### config.mk
export PLATFORM = sky130hd
export DESIGN_NAME = memio_arbiter
export DESIGN_NICKNAME = d
export VERILOG_FILES = /design/src/rtl/memio_arbiter.sv
export SDC_FILE = /design/constraint.sdc
export NUM_CORES = 1
export LEC_CHECK = 0
export ABC_AREA = 1
export CAP_MARGIN = 20
export CORE_ASPECT_RATIO = 0.5
export CORE_MARGIN = 2
export CORE_UTILIZATION = 36
export CTS_BUF_LIST = sky130_fd_sc_hd__clkbuf_2
export DETAILED_ROUTE_END_ITERATION = 10
export PLACE_DENSITY = 0.75
export SLEW_MARGIN = 10
export SYNTH_ARGS = -nofsm -noshare
export SYNTH_HDL_FRONTEND = slang
export SYNTH_SLANG_ARGS = --single-unit
export TNS_END_PERCENT = 1
### constraint.sdc
create_clock -name clk -period 5.3 [get_ports clk]
set_clock_uncertainty 0.2 [all_clocks]
set_input_delay 1.06 -clock clk [delete_from_list [all_inputs] [get_ports clk]]
set_output_delay 1.06 -clock clk [all_outputs]
set_load 0.02 [all_outputs]
### src/rtl/memio_arbiter.sv
// Two-master (CPU / loader) arbiter and sequencer for the data memory and IO bus.
// Each grant runs IDLE -> ACCESS -> RESP, strobing the device once and acking the owner.
module memio_arbiter #(
    parameter logic [21:0] IO_HI      = 22'h3FFFFF,
    parameter logic [5:0]  LED_SEL    = 6'h06,
    parameter logic [5:0]  SW_SEL     = 6'h07,
    parameter int          STARVE_MAX = 4
) (
    input  logic        clk,
    input  logic        rst,
    input  logic        cpu_req,
    input  logic        cpu_we,
    input  logic [31:0] cpu_addr,
    input  logic [31:0] cpu_wdata,
    output logic        cpu_ack,
    output logic [31:0] cpu_rdata,
    output logic        cpu_stall,
    input  logic        ld_req,
    input  logic        ld_we,
    input  logic [31:0] ld_addr,
    input  logic [31:0] ld_wdata,
    output logic        ld_ack,
    output logic [31:0] ld_rdata,
    output logic [31:0] mem_addr,
    output logic [31:0] mem_wdata,
    output logic        MemRead,
    output logic        MemWrite,
    output logic        IORead,
    output logic        IOWrite,
    output logic        LEDCtrl,
    output logic        SwitchCtrl,
    input  logic [31:0] mem_rdata,
    input  logic [15:0] io_rdata,
    output logic        dec_err
);

    localparam int SW = $clog2(STARVE_MAX + 1);

    // strobe vector: {MemRead, MemWrite, IORead, IOWrite, LEDCtrl, SwitchCtrl}
    localparam logic [5:0] ST_MR  = 6'b100000;
    localparam logic [5:0] ST_MW  = 6'b010000;
    localparam logic [5:0] ST_IOR = 6'b001001;
    localparam logic [5:0] ST_IOW = 6'b000110;

    typedef enum logic [1:0] {
        IDLE,
        ACCESS,
        RESP
    } state_t;

    typedef enum logic [1:0] {
        K_NONE,
        K_MEM_RD,
        K_IO_RD,
        K_ERR
    } kind_t;

    state_t        state, state_n;
    kind_t         kind, kind_n;
    kind_t         dec_kind;
    logic          owner, owner_n;
    logic [SW-1:0] starve, starve_n;
    logic [31:0]   addr_n, wdata_n;
    logic [5:0]    strb, strb_n, dec_strb;
    logic          cpu_ack_n, ld_ack_n, err_n;
    logic          starved, grant_ld;
    logic          req_we;
    logic [31:0]   req_addr, req_wdata;
    logic          is_mem, led_wr, sw_rd;
    logic [31:0]   resp_data;
    logic [31:0]   cpu_hold, ld_hold;

    assign starved   = (starve == SW'(STARVE_MAX));
    assign grant_ld  = ld_req & (~cpu_req | starved);
    assign req_we    = grant_ld ? ld_we : cpu_we;
    assign req_addr  = grant_ld ? ld_addr : cpu_addr;
    assign req_wdata = grant_ld ? ld_wdata : cpu_wdata;

    assign is_mem = (req_addr[31:10] != IO_HI);
    assign led_wr = ~is_mem & (req_addr[9:4] == LED_SEL) & req_we;
    assign sw_rd  = ~is_mem & (req_addr[9:4] == SW_SEL) & ~req_we;

    assign {MemRead, MemWrite, IORead, IOWrite, LEDCtrl, SwitchCtrl} = strb;

    assign cpu_stall = cpu_req & ~cpu_ack;
    assign cpu_rdata = cpu_ack ? resp_data : cpu_hold;
    assign ld_rdata  = ld_ack ? resp_data : ld_hold;

    // Decode the request about to be granted into strobes and response kind.
    always_comb begin
        dec_strb = '0;
        dec_kind = K_ERR;
        unique case (1'b1)
            is_mem: begin
                dec_strb = req_we ? ST_MW : ST_MR;
                dec_kind = req_we ? K_NONE : K_MEM_RD;
            end
            led_wr: begin
                dec_strb = ST_IOW;
                dec_kind = K_NONE;
            end
            sw_rd: begin
                dec_strb = ST_IOR;
                dec_kind = K_IO_RD;
            end
            default: begin
                dec_strb = '0;
                dec_kind = K_ERR;
            end
        endcase
    end

    // Next-state, arbitration and next values of all registered outputs.
    always_comb begin
        state_n   = state;
        owner_n   = owner;
        kind_n    = kind;
        starve_n  = starve;
        addr_n    = mem_addr;
        wdata_n   = mem_wdata;
        strb_n    = '0;
        cpu_ack_n = 1'b0;
        ld_ack_n  = 1'b0;
        err_n     = 1'b0;
        unique case (state)
            IDLE: begin
                if (ld_req & ~grant_ld)
                    starve_n = starved ? starve : starve + SW'(1);
                else
                    starve_n = '0;
                if (cpu_req | ld_req) begin
                    state_n = ACCESS;
                    owner_n = grant_ld;
                    kind_n  = dec_kind;
                    addr_n  = req_addr;
                    wdata_n = req_wdata;
                    strb_n  = dec_strb;
                end
            end
            ACCESS: begin
                state_n   = RESP;
                cpu_ack_n = ~owner;
                ld_ack_n  = owner;
                err_n     = (kind == K_ERR);
            end
            RESP: begin
                state_n = IDLE;
            end
            default: begin
                state_n = IDLE;
            end
        endcase
    end

    // Read data presented to the owner during its ack cycle.
    always_comb begin
        resp_data = '0;
        unique case (kind)
            K_MEM_RD: resp_data = mem_rdata;
            K_IO_RD:  resp_data = {16'h0, io_rdata};
            default:  resp_data = '0;
        endcase
    end

    // Sequencer state, captured request and registered strobes/acks.
    always_ff @(posedge clk or posedge rst) begin
        if (rst) begin
            state     <= IDLE;
            owner     <= 1'b0;
            kind      <= K_NONE;
            starve    <= '0;
            mem_addr  <= '0;
            mem_wdata <= '0;
            strb      <= '0;
            cpu_ack   <= 1'b0;
            ld_ack    <= 1'b0;
            dec_err   <= 1'b0;
        end else begin
            state     <= state_n;
            owner     <= owner_n;
            kind      <= kind_n;
            starve    <= starve_n;
            mem_addr  <= addr_n;
            mem_wdata <= wdata_n;
            strb      <= strb_n;
            cpu_ack   <= cpu_ack_n;
            ld_ack    <= ld_ack_n;
            dec_err   <= err_n;
        end
    end

    // Each master keeps its last read data until its next ack.
    always_ff @(posedge clk or posedge rst) begin
        if (rst) begin
            cpu_hold <= '0;
            ld_hold  <= '0;
        end else begin
            if (cpu_ack)
                cpu_hold <= resp_data;
            if (ld_ack)
                ld_hold <= resp_data;
        end
    end

endmodule

==> impl_metrics.toml, run 1 <==
[setup_path]
r2r-end = "mem_wdata[6]"
critPathCaptureType = "output port"
critPathLaunch = "kind[1]"
reg2regPathDepth = 8
ff2ff_setup_slack_ns = 2.12
critPathMaxFanout = 21
crit_type = "flip-flop to output port"
r2r-start = "starve[0]"
worst_setup_path_start_kind = "flip-flop"
crit_required_ns = 4.04
crit_arrival_ns = 3.32

[floorplan]
core_sq_mm = 0.01831
fp.dieW_um = 196.6
die_h_um = 100.3
ioPinCount = 320
rows = 35
initial_core_util_pct = 36.48
dieArea_sq_mm = 0.01972

[min_path]
min_path_cells = 1
hold_class = "flip-flop to flip-flop"
whs_endpoint = "cpu_ack"
worst_hold_startpoint = "owner"

[clocking]
cts.path.max_buffers = 2
path_clk_slew_ns = 0.24
cts_made_buffers = 17
clock_sinks = 143
ctsResizeCount = 0
cts_setup_buffers = 0
cts_tree = "built"
clk_latency_ns = 0.67
h-tree-depth = 4
clock-root-buffer = "clkbuf_2"
ctsHoldBuffers = 0

[timing]
rsz0062_at_grt = "no"
fmax_ghz = 0.2184
maxSlewViolCount = 0
period_share_pct = 86.39
setup_viol = 0
max_slew_margin_pct = 27.31
finalHoldViolations = 0
tightest_slew_ns = 1.089
fin_tns_setup_ns = 0
layout_min_cycle_time_ns = 4.579

[cells_and_area]
multi_input_area_sq_mm = 0.002631
layout-drive-gt1-share_pct = 4.497
num_antenna_cells = 0
areaGrowthSynthToFinish_pct = 53.31
num-nets-final = 1308
num-fill-cells = 1629
regArea_sq_mm = 0.003578

[synth]
ys_seq_elements = 143
yosysTopAreaCellShare_pct = 53.59
synth_ff_type = "dfrtp_1"
postSynthCellCount = 824
synth_edf_count = 0
avgSynthCellArea_sq_um = 8.104
syn-cell-area_sq_mm = 0.006678
yosys_warnings = 0
synth_area_leaders = "dfrtp_1, nand2_1, o21ai_0"
seq_area_frac_synth_pct = 53.59
synth_nets = 1011
synth_cell_types = 27
async_reset_ff_share_pct = 100.0
yosysTopAreaCell = "dfrtp_1"

[grt]
antenna_found_initial = 0
grt_start_max_net_pins = 101
grt_pass1_vias = 6574
grt_pass1_wl_um = 34250
gr-total-overflow = 0
track_usage_pct = 22.05

[route]
routed_wirelength_um = 21630
wl_per_cell_um = 15.74
via_count = 6624
postRouteAntennaNets = 0
dr.pass1.iters = 4
drcViolationCount = 0
vias_per_cell = 4.821
drt_iter0_drc = 317

[run_status]
outcome = "finished clean"

[pwr]
leakagePower_uw = 0.004648
peakVddDrop_v = 0.0002225
p_per_area_mw_per_mm2 = 522.9
totalPowerFinal_uw = 5354

[placed_design]
io_buffer_count = 319
place_hpwl_um = 15800
place_congestion = 0.8444

[flow_run]
drv_cap = 0
==> per-stage QoR <==
stage          utilization (%)  std cells  area, sq um  hold slack [ns]  setup slack (ns)
2_1_floorplan                -        824         6678           0.2027            0.2021
6_report                 55.93       1374        10240           0.2477            0.7212
5_1_grt                  55.93       1374        10240           0.2771            0.3911
3_5_place_dp             54.63       1341        10000           0.2231             1.191
4_1_cts                  55.78       1373        10210           0.2494            0.4576
3_3_place_gp             54.63       1341        10000           0.2212             1.229
==> registers in the layout, summed over array words and instances, names as in the netlist, 2 cells and up <==
| signal | flops |
|---|---|
| state | 2 |
| starve | 3 |
| mem_wdata | 32 |
| ld_hold | 32 |
| strb | 4 |
| kind | 2 |
| cpu_hold | 32 |
| mem_addr | 32 |
==> critical path, stage by stage, from the launching register on <==
cell and delay (ns):
dfrtp_1 0.46, inv_1 0.07, ha_1 0.69, buf_4 0.33
a22o_1 0.14, nand2_1 0.05, o21ai_0 0.24, clkdlybuf4s50_1 0.68
==> worst max-delay path by stage <==
stage,cells past startpoint,end,slack [ns]
finish,7,cpu_rdata[15],0.72
global route,7,ld_rdata[15],0.39
CTS,4,cpu_rdata[8],0.46
detailed placement,6,mem_wdata[6],1.19
global placement,5,cpu_rdata[0],1.23
floorplan,1,cpu_ack,0.20
==> placed cells by master (no fill, tap or decap), drive strengths merged <==
cell,synthesis,final
a21oi,2,2
a22o,16,16
a31oi,2,2
and3,1,1
buf,20,13
bufinv,0,1
clkbuf,34,19
clkdlybuf4s50,0,319
clkinv,2,10
dfrtp,143,143
ha,5,5
inv,52,56
nand2,267,267
nand3,24,24
nand3b,17,17
nand4,1,1
nor2,64,64
nor3,1,1
o21a,1,1
o21ai,171,171
xnor2,1,1
==> cell type report <==
cell class	instances	share of cell area [%]
Sequential cell	143	34.95
Timing Repair Buffer	332	32.34
Multi-Input combinational cell	573	25.70
Tap cell	240	2.933
Inverter	54	2.029
Clock inverter	13	1.112
Clock buffer	19	0.9289
==> cells in the mapped netlist (2+ instances only) <==
| library cell | count |
|---|---|
| inv_1 | 52 |
| dfrtp_1 | 143 |
| a31oi_1 | 2 |
| nand3b_1 | 17 |
| nand3_1 | 23 |
| clkbuf_1 | 34 |
| o21ai_0 | 170 |
| a22o_1 | 16 |
| nor2_2 | 2 |
| clkinv_1 | 2 |
| buf_1 | 2 |
| nand2_1 | 265 |
| buf_4 | 6 |
| buf_2 | 8 |
| buf_6 | 4 |
| nor2_1 | 62 |
| nand2_2 | 2 |
| ha_1 | 5 |
==> logic make-up after synthesis <==
| logic type | after synthesis | synth area share, % |
|---|---|---|
| XOR/XNOR | 1 | 0.1312 |
| buffers and inverters | 108 | 7.008 |
| adder cells (fa/ha/maj) | 5 | 0.9369 |
| AND/OR/NAND/NOR | 375 | 22.80 |
| AO/OA/AOI/OAI | 192 | 15.53 |
| flip-flops | 143 | 53.59 |
==> metal layers <==
| layer | routed length (um) | vias up | track usage (%) |
|---|---|---|---|
| met5 | 0 | - | 0 |
| met4 | 539 | 0 | 7.866 |
| met3 | 756 | 37 | 3.763 |
| met2 | 10940 | 163 | 38.27 |
| met1 | 9394 | 3170 | 28.17 |
| li1 | - | 3254 | - |
==> power by group <==
group / switching [uW] / internal [uW] / leakage (uW) / total [uW]
logic: 1690 / 1280 / 0.00267 / 2970
registers: 209 / 1570 / 0.00184 / 1780
clock network: 424 / 176 / 0.000138 / 600
(Power assumes the default switching activity.)
==> run 2: changes to the inputs <==
- CORE_UTILIZATION: 36 -> 38
- PLACE_DENSITY: 0.75 -> 0.79
- SLEW_MARGIN: 10 -> 20
==> impl_metrics.toml, run 2 (synthesis results as in run 1) <==
[floorplan]
fp.dieW_um = 191.5
dieArea_sq_mm = 0.01871
core_sq_mm = 0.01727
rows = 34
ioPinCount = 320
die_h_um = 97.74
initial_core_util_pct = 38.66

[timing]
tightest_slew_ns = 0.9897
fmax_ghz = 0.2198
period_share_pct = 85.86
rsz0062_at_grt = "no"
layout_min_cycle_time_ns = 4.551
finalHoldViolations = 0
maxSlewViolCount = 0
setup_viol = 0
max_slew_margin_pct = 33.79
fin_tns_setup_ns = 0

[min_path]
hold_class = "flip-flop to flip-flop"
min_path_cells = 1
worst_hold_startpoint = "state[1]"
whs_endpoint = "state[1]"

[grt]
antenna_found_initial = 0
grt_start_max_net_pins = 91
grt_pass1_wl_um = 34360
gr-total-overflow = 0
track_usage_pct = 23.43
grt_pass1_vias = 6717

[route]
drcViolationCount = 0
drt_iter0_drc = 370
wl_per_cell_um = 15.94
dr_wl_met2_um = 10820
dr_wl_met3_um = 1053
vias_per_cell = 4.864
via_count = 6649
wl_met1_um = 9195
postRouteAntennaNets = 0
routed_wirelength_um = 21780
top_layer = "met4"
dr.pass1.iters = 5

[setup_path]
critPathCaptureType = "output port"
crit_arrival_ns = 3.29
r2r-end = "mem_wdata[9]"
critPathMaxFanout = 17
ff2ff_setup_slack_ns = 2.15
reg2regPathDepth = 8
worst_setup_path_start_kind = "flip-flop"
crit_type = "flip-flop to output port"
critPathBufInv = 3
r2r-start = "starve[0]"
critPathTopFamily = "buffers and inverters"
worst_path_largest_cell_delay_ns = 0.69
path_cells = "inv_1 > ha_1 > buf_4 > a22o_1 > nand2_1 > o21ai_0 > clkdlybuf4s50_1"
crit_required_ns = 4.04
critPathSlowestCell = "clkdlybuf4s50_1"

[placed_design]
postPlaceCellArea_sq_mm = 0.009986
dp_cells = 1334
place_hpwl_um = 15810
io_buffer_count = 319
place_congestion = 0.8613

[clocking]
ctsResizeCount = 0
cts_tree = "built"
h-tree-depth = 4
cts_made_buffers = 17
cts_setup_buffers = 0
clock-root-buffer = "clkbuf_2"
path_clk_slew_ns = 0.20
cts.path.max_buffers = 2
clk_latency_ns = 0.68
ctsHoldBuffers = 0
clock_sinks = 143

[cells_and_area]
layout_commonest_cell = "clkdlybuf4s50_1"
most-common-layout-cells = "clkdlybuf4s50_1, nand2_1, o21ai_0"
fin_cells = 1367
fin_area_sq_mm = 0.01027
layout-drive-gt1-share_pct = 4.505
num-nets-final = 1306
areaGrowthSynthToFinish_pct = 53.85

[pwr]
peakVddDrop_v = 0.0002623
p_per_area_mw_per_mm2 = 532.5
leakagePower_uw = 0.004648

[flow_run]
drv_cap = 0

[run_status]
outcome = "finished clean"
[run 2: changes by cell type in the layout (fill, tap and decap cells not counted)]
cell,previous run,this run
clkinvlp_4,0,4
inv_6,5,1
bufinv_16,1,4
clkinv_1,4,2
clkinv_2,3,1
buf_16,1,0
buf_4,12,11
clkinv_4,3,4
diode_2,0,1
[run 2: worst max-delay path by stage]
| stage | start | end | depth (start not counted) |
|---|---|---|---|
| after floorplan | rst | cpu_ack | 1 |
| after global placement | ld_req | mem_addr[0] | 6 |
| after detailed placement | ld_req | mem_wdata[16] | 6 |
| after CTS | ld_ack | ld_rdata[17] | 4 |
| after global routing | ld_ack | ld_rdata[17] | 4 |
| final | kind[1] | ld_rdata[13] | 7 |
[run 2: layer usage]
metal / vias up / track usage (%)
li1: 3240 / -
met1: 3154 / 29.24
met2: 209 / 40.21
met3: 46 / 4.421
met4: 0 / 9.645
met5: - / 0
[run 2: final cells by class]
cell class	instances	area (sq um)
Timing Repair Buffer	330	3276
Multi-Input combinational cell	573	2631
Tap cell	234	292.8
Clock buffer	19	95.09
Inverter	54	207.7
Antenna cell	1	2.502
Fill cell	1514	6998
Clock inverter	13	190.2
Sequential cell	143	3578
[run 2: report_power, final]
part           internal [uW]  total [uW]  switching, uW
sequential              1570        1780            211
clock                    315         728            414
combinational           1260        2960           1700
[run 2: stage by stage]
stage	hold slack, ns	utilization, %	setup WS, ns	total power (uW)
6_report	0.2744	59.48	0.7494	5471
4_1_cts	0.2779	59.47	0.6278	5521
5_1_grt	0.3254	59.47	0.3873	5844
3_3_place_gp	0.2285	57.82	1.167	4699
3_5_place_dp	0.2362	57.82	1.048	4779
2_1_floorplan	0.2027	-	0.2021	3306
[run 2: worst reg2reg max path: stages, from the launching register on]
cell,delay (ns)
dfrtp_1,0.41
inv_1,0.07
ha_1,0.19
nand2_1,0.07
nand2_2,0.06
nand2_2,0.71
inv_1,0.77
o21ai_0,0.45
o21ai_0,0.14
==> run 3: changes to the inputs <==
- CORE_MARGIN: 2 -> 4
- PLACE_DENSITY: 0.79 -> 0.81
==> impl_metrics.toml, run 3 (synthesis results as in run 1) <==
[setup_path]
worst_setup_path_start_kind = "flip-flop"
critPathTopFamily = "buffers and inverters"
reg2regPathDepth = 9
critPathCaptureType = "output port"
crit_required_ns = 4.04
crit_type = "flip-flop to output port"
critPathBufInv = 3
ff2ff_setup_slack_ns = 1.76
critPathSlowestCell = "clkdlybuf4s50_1"
crit_arrival_ns = 3.25
r2r-end = "mem_wdata[27]"
worst_path_largest_cell_delay_ns = 0.70
r2r-start = "starve[0]"
path_cells = "inv_1 > ha_1 > buf_4 > nand2_1 > o21ai_0 > clkdlybuf4s50_1"
critPathMaxFanout = 17

[cells_and_area]
layout-drive-gt1-share_pct = 4.248
num_antenna_cells = 0
fin_area_sq_mm = 0.01017
most-common-layout-cells = "clkdlybuf4s50_1, nand2_1, o21ai_0"
num-nets-final = 1304
layout_commonest_cell = "clkdlybuf4s50_1"
areaGrowthSynthToFinish_pct = 52.35

[timing]
period_share_pct = 85.11
max_slew_margin_pct = 33.23
fmax_ghz = 0.2217
maxSlewViolCount = 0
tightest_slew_ns = 1.000
fin_tns_setup_ns = 0
layout_min_cycle_time_ns = 4.511
finalHoldViolations = 0
rsz0062_at_grt = "no"
setup_viol = 0

[clocking]
cts_made_buffers = 17
clock-root-buffer = "clkbuf_2"
cts_tree = "built"
path_clk_slew_ns = 0.28
ctsHoldBuffers = 0
clock_sinks = 143
h-tree-depth = 4
cts_setup_buffers = 0
ctsResizeCount = 0
cts.path.max_buffers = 2
clk_latency_ns = 0.72

[route]
drcViolationCount = 0
routed_wirelength_um = 21800
vias_per_cell = 4.862
wl_per_cell_um = 16.07
drt_iter0_drc = 426
postRouteAntennaNets = 0
dr.pass1.iters = 5
via_count = 6598

[pwr]
clockPowerShare_pct = 11.0
p_per_area_mw_per_mm2 = 522.1
peakVddDrop_v = 0.0002885
pwr-share-comb_pct = 55.5
power_frac_seq_pct = 33.6
p_sw_share_pct = 44.13
leakagePower_uw = 0.004609
net-switching-power_uw = 2344
internal-power_uw = 2967

[floorplan]
rows = 33
ioPinCount = 320
core_sq_mm = 0.01680
dieArea_sq_mm = 0.01989
initial_core_util_pct = 39.74
fp.dieW_um = 195.5
die_h_um = 101.7

[min_path]
worst_hold_startpoint = "owner"
whs_endpoint = "cpu_ack"
hold_class = "flip-flop to flip-flop"
min_path_cells = 1

[grt]
track_usage_pct = 21.17
gr-total-overflow = 0
antenna_found_initial = 0
grt_pass1_vias = 6552
grt_pass1_wl_um = 33780
grt_start_max_net_pins = 111

[placed_design]
place_congestion = 0.8632
place_hpwl_um = 16260
postPlaceCellArea_sq_mm = 0.009962
io_buffer_count = 319

[flow_run]
drv_cap = 0

[run_status]
outcome = "finished clean"
## run 3: cell type report
class                      count  area [sq um]
timing repair buffer         328          3261
tap                          227         284.0
clock buffer                  17         85.08
multi-input combinational    573          2631
inverter                      54         207.7
clock inverter                15         126.4
fill                        1432          6631
sequential                   143          3578
## run 3: power groups by stage
stage	Clock (uW)	Sequential [uW]	Combinational, uW
finish	584	1780	2950
detailed placement	0	1810	2970
global placement	0	1790	2910
floorplan	0	2090	1210
CTS	613	1780	2980
global route	659	1840	3170
## run 3: per-stage QoR
stage,hold WS (ns),util [%],total power (uW),instances,setup slack (ns)
after CTS,0.1989,60.54,5375,1357,0.7188
after floorplan,0.2027,-,3306,824,0.2021
final,0.2000,60.54,5312,1357,0.7891
after global placement,0.2245,59.28,4697,1325,1.166
after detailed placement,0.2156,59.28,4777,1325,1.046
after global routing,0.2105,60.54,5667,1357,0.5847
## run 3: how the worst max path moves through the flow
| stage | slack (ns) | depth (start not counted) | end | startpoint |
|---|---|---|---|---|
| floorplan | 0.20 | 1 | cpu_ack | rst |
| CTS | 0.72 | 6 | cpu_rdata[31] | kind[1] |
| global route | 0.58 | 6 | cpu_rdata[31] | kind[1] |
| finish | 0.79 | 6 | cpu_rdata[31] | kind[1] |
| detailed placement | 1.05 | 7 | mem_wdata[21] | cpu_req |
| global placement | 1.17 | 7 | mem_addr[0] | cpu_req |
## run 3: routing by layer
layer	global-route usage, %	wire length, um	part of all wire [%]
met3	3.656	912	4.2
met5	0	0	0
met1	25.96	8951	41
met2	38.14	11380	52
met4	7.882	558	2.6
